[config.mk]
export PLATFORM = sky130hd
export DESIGN_NAME = ai_avalon_master
export DESIGN_NICKNAME = d
export VERILOG_FILES = /design/src/rtl/ai_pkg.sv /design/src/rtl/ai_chase_calc.sv /design/src/rtl/ai_avalon_master.sv
export SDC_FILE = /design/constraint.sdc
export NUM_CORES = 1
export LEC_CHECK = 0
export ABC_AREA = 1
export CAP_MARGIN = 20
export CORE_ASPECT_RATIO = 1.4
export CORE_MARGIN = 2
export CORE_UTILIZATION = 54
export DETAILED_ROUTE_END_ITERATION = 7
export PLACE_DENSITY = 0.88
export SLEW_MARGIN = 30
export SYNTH_ARGS = -nofsm -noshare
export SYNTH_HDL_FRONTEND = slang
export SYNTH_SLANG_ARGS = --single-unit
[constraint.sdc]
create_clock -name CLK -period 2.45 [get_ports CLK]
set_input_delay 0.3675 -clock CLK [delete_from_list [all_inputs] [get_ports CLK]]
set_output_delay 0.3675 -clock CLK [all_outputs]
set_load 0.005 [all_outputs]
[src/rtl/ai_pkg.sv]
// Shared definitions for the AI register block: bus master FSM states,
// command/location field layout and default slave register map.
package ai_pkg;

  typedef enum logic [2:0] {
    ST_IDLE,
    ST_RD_ENEMY,
    ST_RD_PLAYER,
    ST_CALC,
    ST_WR_CMD
  } ai_mst_state_t;

  localparam int CMD_LEFT  = 0;
  localparam int CMD_RIGHT = 1;
  localparam int CMD_UP    = 2;
  localparam int CMD_DOWN  = 3;

  localparam int LOC_X_MSB = 15;
  localparam int LOC_X_LSB = 8;
  localparam int LOC_Y_MSB = 7;
  localparam int LOC_Y_LSB = 0;

  localparam logic [3:0] AI_ADDR_CMD    = 4'd0;
  localparam logic [3:0] AI_ADDR_ENEMY  = 4'd1;
  localparam logic [3:0] AI_ADDR_PLAYER = 4'd2;

endpackage

[src/rtl/ai_chase_calc.sv]
// Chase direction from enemy/player locations; compares are 9-bit so the
// deadzone offset can never wrap past the edge of the 8-bit coordinate.
module ai_chase_calc
  import ai_pkg::*;
#(
  parameter int DEADZONE = 2
) (
  input  logic [15:0] enemy_loc,
  input  logic [15:0] player_loc,
  output logic [3:0]  dir
);

  logic [8:0] ex, ey, px, py, dz;

  always_comb begin
    ex  = {1'b0, enemy_loc[LOC_X_MSB:LOC_X_LSB]};
    ey  = {1'b0, enemy_loc[LOC_Y_MSB:LOC_Y_LSB]};
    px  = {1'b0, player_loc[LOC_X_MSB:LOC_X_LSB]};
    py  = {1'b0, player_loc[LOC_Y_MSB:LOC_Y_LSB]};
    dz  = 9'(DEADZONE);
    dir = '0;
    dir[CMD_RIGHT] = px > ex + dz;
    dir[CMD_LEFT]  = px + dz < ex;
    dir[CMD_DOWN]  = py > ey + dz;
    dir[CMD_UP]    = py + dz < ey;
  end

endmodule

[src/rtl/ai_avalon_master.sv]
// Frame-driven Avalon-MM master: read enemy, read player, write a chase
// command to the AI register slave once per TICK.
module ai_avalon_master
  import ai_pkg::*;
#(
  parameter int         DEADZONE    = 2,
  parameter int         TIMEOUT     = 15,
  parameter logic [3:0] ADDR_CMD    = AI_ADDR_CMD,
  parameter logic [3:0] ADDR_ENEMY  = AI_ADDR_ENEMY,
  parameter logic [3:0] ADDR_PLAYER = AI_ADDR_PLAYER
) (
  input  logic        CLK,
  input  logic        RESET,
  input  logic        TICK,
  output logic        M_READ,
  output logic        M_WRITE,
  output logic        M_CS,
  output logic [1:0]  M_BYTE_EN,
  output logic [3:0]  M_ADDR,
  output logic [15:0] M_WRITEDATA,
  input  logic [15:0] M_READDATA,
  input  logic        M_WAITREQUEST,
  output logic        BUSY,
  output logic        DONE,
  output logic        ERR,
  output logic [15:0] LAST_CMD
);

  localparam int WCW = (TIMEOUT > 1) ? $clog2(TIMEOUT) : 1;

  ai_mst_state_t  state_q, state_d;
  logic           pending_q;
  logic [7:0]     seq_q;
  logic [WCW-1:0] wait_cnt_q;
  logic [15:0]    enemy_q, player_q, cmd_q;
  logic [3:0]     dir;

  logic bus_st, stall, timeout;
  logic cap_enemy, cap_player, load_cmd, wr_done, abort;

  ai_chase_calc #(.DEADZONE(DEADZONE)) u_calc (
    .enemy_loc  (enemy_q),
    .player_loc (player_q),
    .dir        (dir)
  );

  always_comb begin
    state_d    = state_q;
    cap_enemy  = 1'b0;
    cap_player = 1'b0;
    load_cmd   = 1'b0;
    wr_done    = 1'b0;
    abort      = 1'b0;
    bus_st     = (state_q == ST_RD_ENEMY) || (state_q == ST_RD_PLAYER) ||
                 (state_q == ST_WR_CMD);
    stall      = bus_st && M_WAITREQUEST;
    timeout    = stall && (wait_cnt_q == WCW'(TIMEOUT - 1));
    case (state_q)
      ST_IDLE:      if (TICK || pending_q) state_d = ST_RD_ENEMY;
      ST_RD_ENEMY: begin
        if (timeout) begin
          abort = 1'b1; state_d = ST_IDLE;
        end else if (!M_WAITREQUEST) begin
          cap_enemy = 1'b1; state_d = ST_RD_PLAYER;
        end
      end
      ST_RD_PLAYER: begin
        if (timeout) begin
          abort = 1'b1; state_d = ST_IDLE;
        end else if (!M_WAITREQUEST) begin
          cap_player = 1'b1; state_d = ST_CALC;
        end
      end
      ST_CALC: begin
        load_cmd = 1'b1; state_d = ST_WR_CMD;
      end
      ST_WR_CMD: begin
        if (timeout) begin
          abort = 1'b1; state_d = ST_IDLE;
        end else if (!M_WAITREQUEST) begin
          wr_done = 1'b1; state_d = ST_IDLE;
        end
      end
      default:      state_d = ST_IDLE;
    endcase
  end

  always_ff @(posedge CLK) begin
    if (RESET) begin
      state_q    <= ST_IDLE;
      pending_q  <= 1'b0;
      seq_q      <= '0;
      wait_cnt_q <= '0;
      enemy_q    <= '0;
      player_q   <= '0;
      cmd_q      <= '0;
      DONE       <= 1'b0;
      ERR        <= 1'b0;
      LAST_CMD   <= '0;
    end else begin
      state_q    <= state_d;
      // A tick arriving while busy (including the final busy cycle) is
      // remembered once; IDLE always consumes or ignores it.
      if (state_q == ST_IDLE) pending_q <= 1'b0;
      else if (TICK)          pending_q <= 1'b1;
      wait_cnt_q <= (stall && !timeout) ? wait_cnt_q + 1'b1 : '0;
      if (cap_enemy)  enemy_q  <= M_READDATA;
      if (cap_player) player_q <= M_READDATA;
      if (load_cmd)   cmd_q    <= {seq_q + 8'd1, 4'b0000, dir};
      if (wr_done) begin
        seq_q    <= seq_q + 8'd1;
        LAST_CMD <= cmd_q;
      end
      DONE <= wr_done;
      if (abort) ERR <= 1'b1;
    end
  end

  always_comb begin
    M_READ      = (state_q == ST_RD_ENEMY) || (state_q == ST_RD_PLAYER);
    M_WRITE     = (state_q == ST_WR_CMD);
    M_CS        = M_READ || M_WRITE;
    M_BYTE_EN   = M_CS ? 2'b11 : 2'b00;
    M_WRITEDATA = M_WRITE ? cmd_q : 16'h0000;
    BUSY        = (state_q != ST_IDLE);
    case (state_q)
      ST_RD_ENEMY:  M_ADDR = ADDR_ENEMY;
      ST_RD_PLAYER: M_ADDR = ADDR_PLAYER;
      ST_WR_CMD:    M_ADDR = ADDR_CMD;
      default:      M_ADDR = 4'd0;
    endcase
  end

endmodule

==> Word level (Yosys, flattened, before mapping) <==
Cells that the tools add are included.
W data, S select, Z words.
{ "word_totals": {"reg_bits": 74, "inputBits": 20, "output_inout_bits": 44, "word_cells": 62} }
{ "classes": {"add_sub_neg": 6, "magnitude_cmp": 4, "eq_ne": 9, "n_mux": 19, "n_bitwise": 1, "n_reduce_logical": 13} }
{ "ops": {"columns": ["op", "count"], "rows": [
  ["$add A8 B2 Y9 const B", 4],
  ["$mux W3", 7],
  ["$gt A8 B9 Y1", 2],
  ["$lt A9 B8 Y1", 2],
  ["$mux W16", 1],
  ["$pmux W3 S5", 1],
  ["$add A8 B1 Y8 const B", 1],
  ["$mux W1", 8],
  ["$eq A3 B2 Y1 const B", 2],
  ["$ne A3 B3 Y1 const B", 2],
  ["$add A4 B1 Y4 const B", 1],
  ["$eq A4 B4 Y1 const B", 1],
  ["$pmux W2 S2", 1],
  ["$reduce_and A4 Y1", 1],
  ["$reduce_or A2 Y1", 2],
  ["$eq A3 B1 Y1 const B", 1],
  ["$eq A3 B3 Y1 const B", 1],
  ["$logic_and A1 B1 Y1", 3],
  ["$logic_not A3 Y1", 1],
  ["$logic_or A1 B1 Y1", 3],
  ["$ne A3 B2 Y1 const B", 1],
  ["$reduce_bool A3 Y1", 1],
  ["$reduce_or A3 Y1", 1],
  ["$mux W2", 1],
  ["3 further kinds", 3]
]} }

==> Longest topological paths before layout <==
{ "depth": {"ltp_word": 9, "mapped_depth": 12, "mapped_depth_nobuf": 12} }

==> Cells and area by module <==
A second synthesis with hierarchy kept.
{ "unflattened": {"hier_cells": 581, "hier_area_um2": 4320.4} }
{ "modules_own_cells": {"columns": ["module", "instances", "cells_per_inst", "area_per_inst_um2", "seq_area_each_um2"], "rows": [
  ["ai_avalon_master", 1, 374, 3025.4, 1481.4],
  ["ai_chase_calc", 1, 207, 1295.0, 0.0]
]} }

==> Least setup slack after synthesis <==
No wires, ideal clock.
{ "synth_timing": {"kind": "reg-to-reg", "startpoint": "reg player_q[11]", "endpoint": "reg cmd_q[0]", "setup_time_ns": 0.071, "arrival_ns": 1.681, "required_ns": 2.379, "path_slack_ns": 0.699, "stages_incl_launch_ff": 12, "n_path_buf": 0, "synth_period_minus_slack_ns": 1.751, "path_cell_list": "dfxtp_1 nand2_1 nor2_1 nand3_1 xor2_1 ha_1 a21o_1 nand3_1 nand2_1 nor2_1 nand2_1 a21oi_1"} }
{ "synth_via": {"elab_chain_len": 2} }
{ "synth_rtl": {"columns": ["item", "line", "rtl"], "rows": [
  ["start: declaration", "ai_avalon_master.sv:35", "logic [15:0] enemy_q, player_q, cmd_q;"],
  ["start signal: assignment", "ai_avalon_master.sv:95", "player_q <= '0;"],
  ["start signal: assignment", "ai_avalon_master.sv:108", "if (cap_player) player_q <= M_READDATA;"],
  ["$add A8 B2 Y9", "ai_chase_calc.sv:23", "dir[CMD_LEFT] = px + dz < ex;"],
  ["$lt A9 B8 Y1", "ai_chase_calc.sv:23", null],
  ["end signal: assignment", "ai_avalon_master.sv:109", "if (load_cmd) cmd_q <= {seq_q + 8'd1, 4'b0000, dir};"],
  ["end: declaration", "ai_avalon_master.sv:35", null]
]} }
No other way between the ends.
A chain may end at the register's enable or synchronous reset.

==> Worst setup path in the final report <==
{ "layout_timing": {"startpoint": "reg state_q[2]", "endpoint": "out M_WRITEDATA[3]"} }
{ "layout_via": {"elab_chain_len": 2} }
{ "layout_rtl": {"columns": ["item", "line", "rtl"], "rows": [
  ["start: declaration", "ai_avalon_master.sv:31", "ai_mst_state_t state_q, state_d;"],
  ["start signal: assignment", "ai_avalon_master.sv:101", "state_q <= state_d;"],
  ["$eq A3 B3 Y1", "ai_avalon_master.sv:121", "M_WRITE = (state_q == ST_WR_CMD);"],
  ["$mux W16", "ai_avalon_master.sv:124", "M_WRITEDATA = M_WRITE ? cmd_q : 16'h0000;"],
  ["end: declaration", "ai_avalon_master.sv:20", "output logic [15:0] M_WRITEDATA,"]
]} }
No other way between the ends.

==> results.sh <==
export IMPL_root_buffer="clkbuf_8"
export IMPL_num_vias=3671
export IMPL_vdd_ir_drop_max_uv=471.9
export IMPL_synth_compound_area_share_pct=15.71
export IMPL_grt_setup_unrepaired="false"
export IMPL_start_kind="register"
export IMPL_hold_viol=0
export IMPL_drive_gt1_share_pct=5.942
export IMPL_insertion_delay_ps=360
export IMPL_cp_data_required_time_ps=2080
export IMPL_p_per_area_mw_per_mm2=793.3
export IMPL_synth_cell_types=33
export IMPL_drcViolationCount=0
export IMPL_synth_mux_area_fraction_pct=0
export IMPL_place_gp_congestion=0.8522
export IMPL_dp_hpwl_mm=6.935
export IMPL_arrival_ps=1770
export IMPL_initial_utilization_pct=55.60
export IMPL_diodes=0
export IMPL_grt_overflow_total=0
export IMPL_end_kind="primary output"
export IMPL_critPathMaxFanout=15
export IMPL_seq_area_frac_synth_pct=36.20
export IMPL_critPathBufInv=1
export IMPL_fillerInstances=617
export IMPL_synth_most_common_cell="dfxtp_1"
export IMPL_synth_seq_cells=74
export IMPL_fp_row_count=37
export IMPL_post_cts_buffers=0
export IMPL_path_class="reg2out"
export IMPL_dr_pass1_iters=5
export IMPL_dieArea_mm2=0.008301
export IMPL_slowest_stage="clkdlybuf4s50_1"
export IMPL_period_needed_ps=2137
export IMPL_cts_resized=0
export IMPL_multi_input_area_mm2=0.002160
export IMPL_r2r_slack_ps=420
export IMPL_tightest_slew_ps=553.1
export IMPL_worstRegToRegCells=11
export IMPL_finalSetupTns_ps=0
export IMPL_synthAdderAreaFrac_pct=11.31
export IMPL_hold_class="reg2reg"
export IMPL_leakagePower_nw=2.117
export IMPL_synth_area_mm2=0.004093
export IMPL_core_area_mm2=0.007361
export IMPL_ys_top_cells_by_area="dfxtp_1 (36%), ha_1 (11%), a21oi_1 (6.8%)"
export IMPL_slew_headroom_pct=63.09
export IMPL_reg2reg_to="cmd_q[0]"
export IMPL_path_cells="nand3_4 -> nor2_1 -> clkdlybuf4s50_1"
export IMPL_drv_cap=0
export IMPL_synth_cells=536
export IMPL_path_clk_slew_ps=80
export IMPL_fin_crit_sh_pct=87.21
export IMPL_yosysWarningCount=0
export IMPL_holdPathStages=2
export IMPL_fmax_mhz=468.0
export IMPL_clkSinkCount=74
export IMPL_reg2reg_from="player_q[11]"
export IMPL_synth_flop_cell="dfxtp_1"
export IMPL_synth_top_family_by_area="simple AND/OR/NAND/NOR gates"
export IMPL_regArea_mm2=0.001481
export IMPL_cts_path_max_buffers=2
export IMPL_synth_simple_area_share_pct=18.83
export IMPL_finalNetCount=641
export IMPL_cpPeakStageDelay_ps=520
export IMPL_hold_start="ERR"
export IMPL_synthArstFlopShare_pct=0
export IMPL_post_route_util_pct=65.19
export IMPL_setup_viol=0
export IMPL_synth_xor_area_share_pct=5.992
export IMPL_antenna_found_initial=0
export IMPL_cts_buffers=9
export IMPL_yosysTopAreaCellShare_pct=36.20
export IMPL_synth_largest_area_cell="dfxtp_1"
export IMPL_holdBufCountCts=0
export IMPL_routed_via_density=5.351
export IMPL_first_global_vias=3402
export IMPL_grt_use_total_pct=23.07
export IMPL_hold_path_end="ERR"
export IMPL_grt_pass1_wl_mm=15.32
export IMPL_status="completed"
export IMPL_cts_tree="done"
export IMPL_portBuffers=53
export IMPL_ios=64
export IMPL_path_delay_family="buffers and inverters"
export IMPL_synth_edff_count=0
export IMPL_drv_slew=0
export IMPL_fp_dieW_um=77.58
export IMPL_ant_nets=0
export IMPL_finalWirelength_mm=9.202
export IMPL_wire_per_inst_um=13.41
export IMPL_synth_area_per_cell_um2=7.636
export IMPL_cts_max_level=3
export IMPL_areaGrowthSynthToFinish_pct=17.24
export IMPL_first_iter_violations=228
export IMPL_grt_start_max_net_pins=31
export IMPL_die_h_um=107.0
export IMPL_synth_top_cells_by_count="dfxtp_1 (74), inv_1 (70), a21oi_1 (56), nand2_1 (56)"
export IMPL_finClkSkew_ps=10.83
## metal layers
| layer | vias up | share of wire [%] | GRT usage (%) |
|---|---|---|---|
| met5 | - | 0 | 0 |
| met4 | 0 | 1.6 | 9.821 |
| met3 | 13 | 5.5 | 3.283 |
| met2 | 121 | 54 | 44.04 |
| met1 | 1709 | 39 | 24.99 |
| li1 | 1828 | - | - |
## state kept, by name, summed over array words and instances (netlist names)
| name | cells |
|---|---|
| enemy_q | 16 |
| player_q | 16 |
| LAST_CMD | 12 |
| cmd_q | 12 |
| seq_q | 8 |
| wait_cnt_q | 4 |
| state_q | 3 |
| DONE | 1 |
| ERR | 1 |
| pending_q | 1 |
## worst min-delay path, delay by kind of cell (launching register included)
family / cells / cell delay, ps
AO/OA/AOI/OAI: 1 / 50
buffers and inverters: 1 / 50
flip-flops: 1 / 320
## cells in the final DEF (no fill, tap or decap), types with 2 or more instances in the layout
cell and n:
dfxtp_1 74, inv_1 70, nand2_1 56, a21oi_1 56, clkdlybuf4s50_1 53, nand3_1 49, o21ai_0 49, nor2_1 46
ha_1 37, xor2_1 25, conb_1 10, clkbuf_8 9, nor3_1 7, a21o_1 6, inv_2 5, o21ai_1 5
clkinvlp_4 4, xnor2_1 3, buf_4 3, nand2_2 2, nand3_2 2, o21a_1 2, a211oi_2 2, and3_1 2
## per-stage QoR
stage	hold slack (ps)	instances	setup WS (ps)	power (mW)	area (µm²)
after global placement	442.3	670	486.4	2.883	4627
after detailed placement	453.2	670	437.7	2.961	4627
after floorplan	429.7	545	698.6	2.547	4126
final	461.4	686	313.2	3.807	4798
after global routing	475.4	686	199.8	4.067	4798
after CTS	463.5	686	308.3	3.789	4798
## report_power, final
group          internal [mW]  total [mW]  switching (mW)
combinational          0.610        1.47           0.864
clock                  0.367       0.843           0.477
sequential              1.36        1.49           0.125
## kinds of logic (layout without fill, tap and decap cells)
| group | count (synthesis) | count (layout) |
|---|---|---|
| other cells | 1 | 10 |
| flops | 74 | 74 |
| fa+ha+maj | 37 | 37 |
| buf+inv | 106 | 150 |
| compound gates | 121 | 121 |
| simple gates | 169 | 169 |
| xor+xnor | 28 | 28 |
## how the worst max path moves through the flow
stage	depth (start not counted)	to	from	slack, ps
final	3	M_WRITEDATA[3]	state_q[2]	310
after global routing	3	M_WRITEDATA[3]	state_q[2]	200
after CTS	3	M_BYTE_EN[1]	state_q[2]	310
after detailed placement	5	enemy_q[7]	M_WAITREQUEST	440
after global placement	11	cmd_q[0]	player_q[11]	490
after floorplan	11	cmd_q[0]	player_q[11]	700
## layout make-up
class / instances / area share (%)
Multi-Input combinational cell: 365 / 45.01
Sequential cell: 74 / 30.87
Timing Repair Buffer: 57 / 11.94
Inverter: 77 / 6.076
Clock buffer: 10 / 2.660
Tap cell: 97 / 2.529
Clock inverter: 6 / 0.9126
Power figures use the tool's default switching activity.
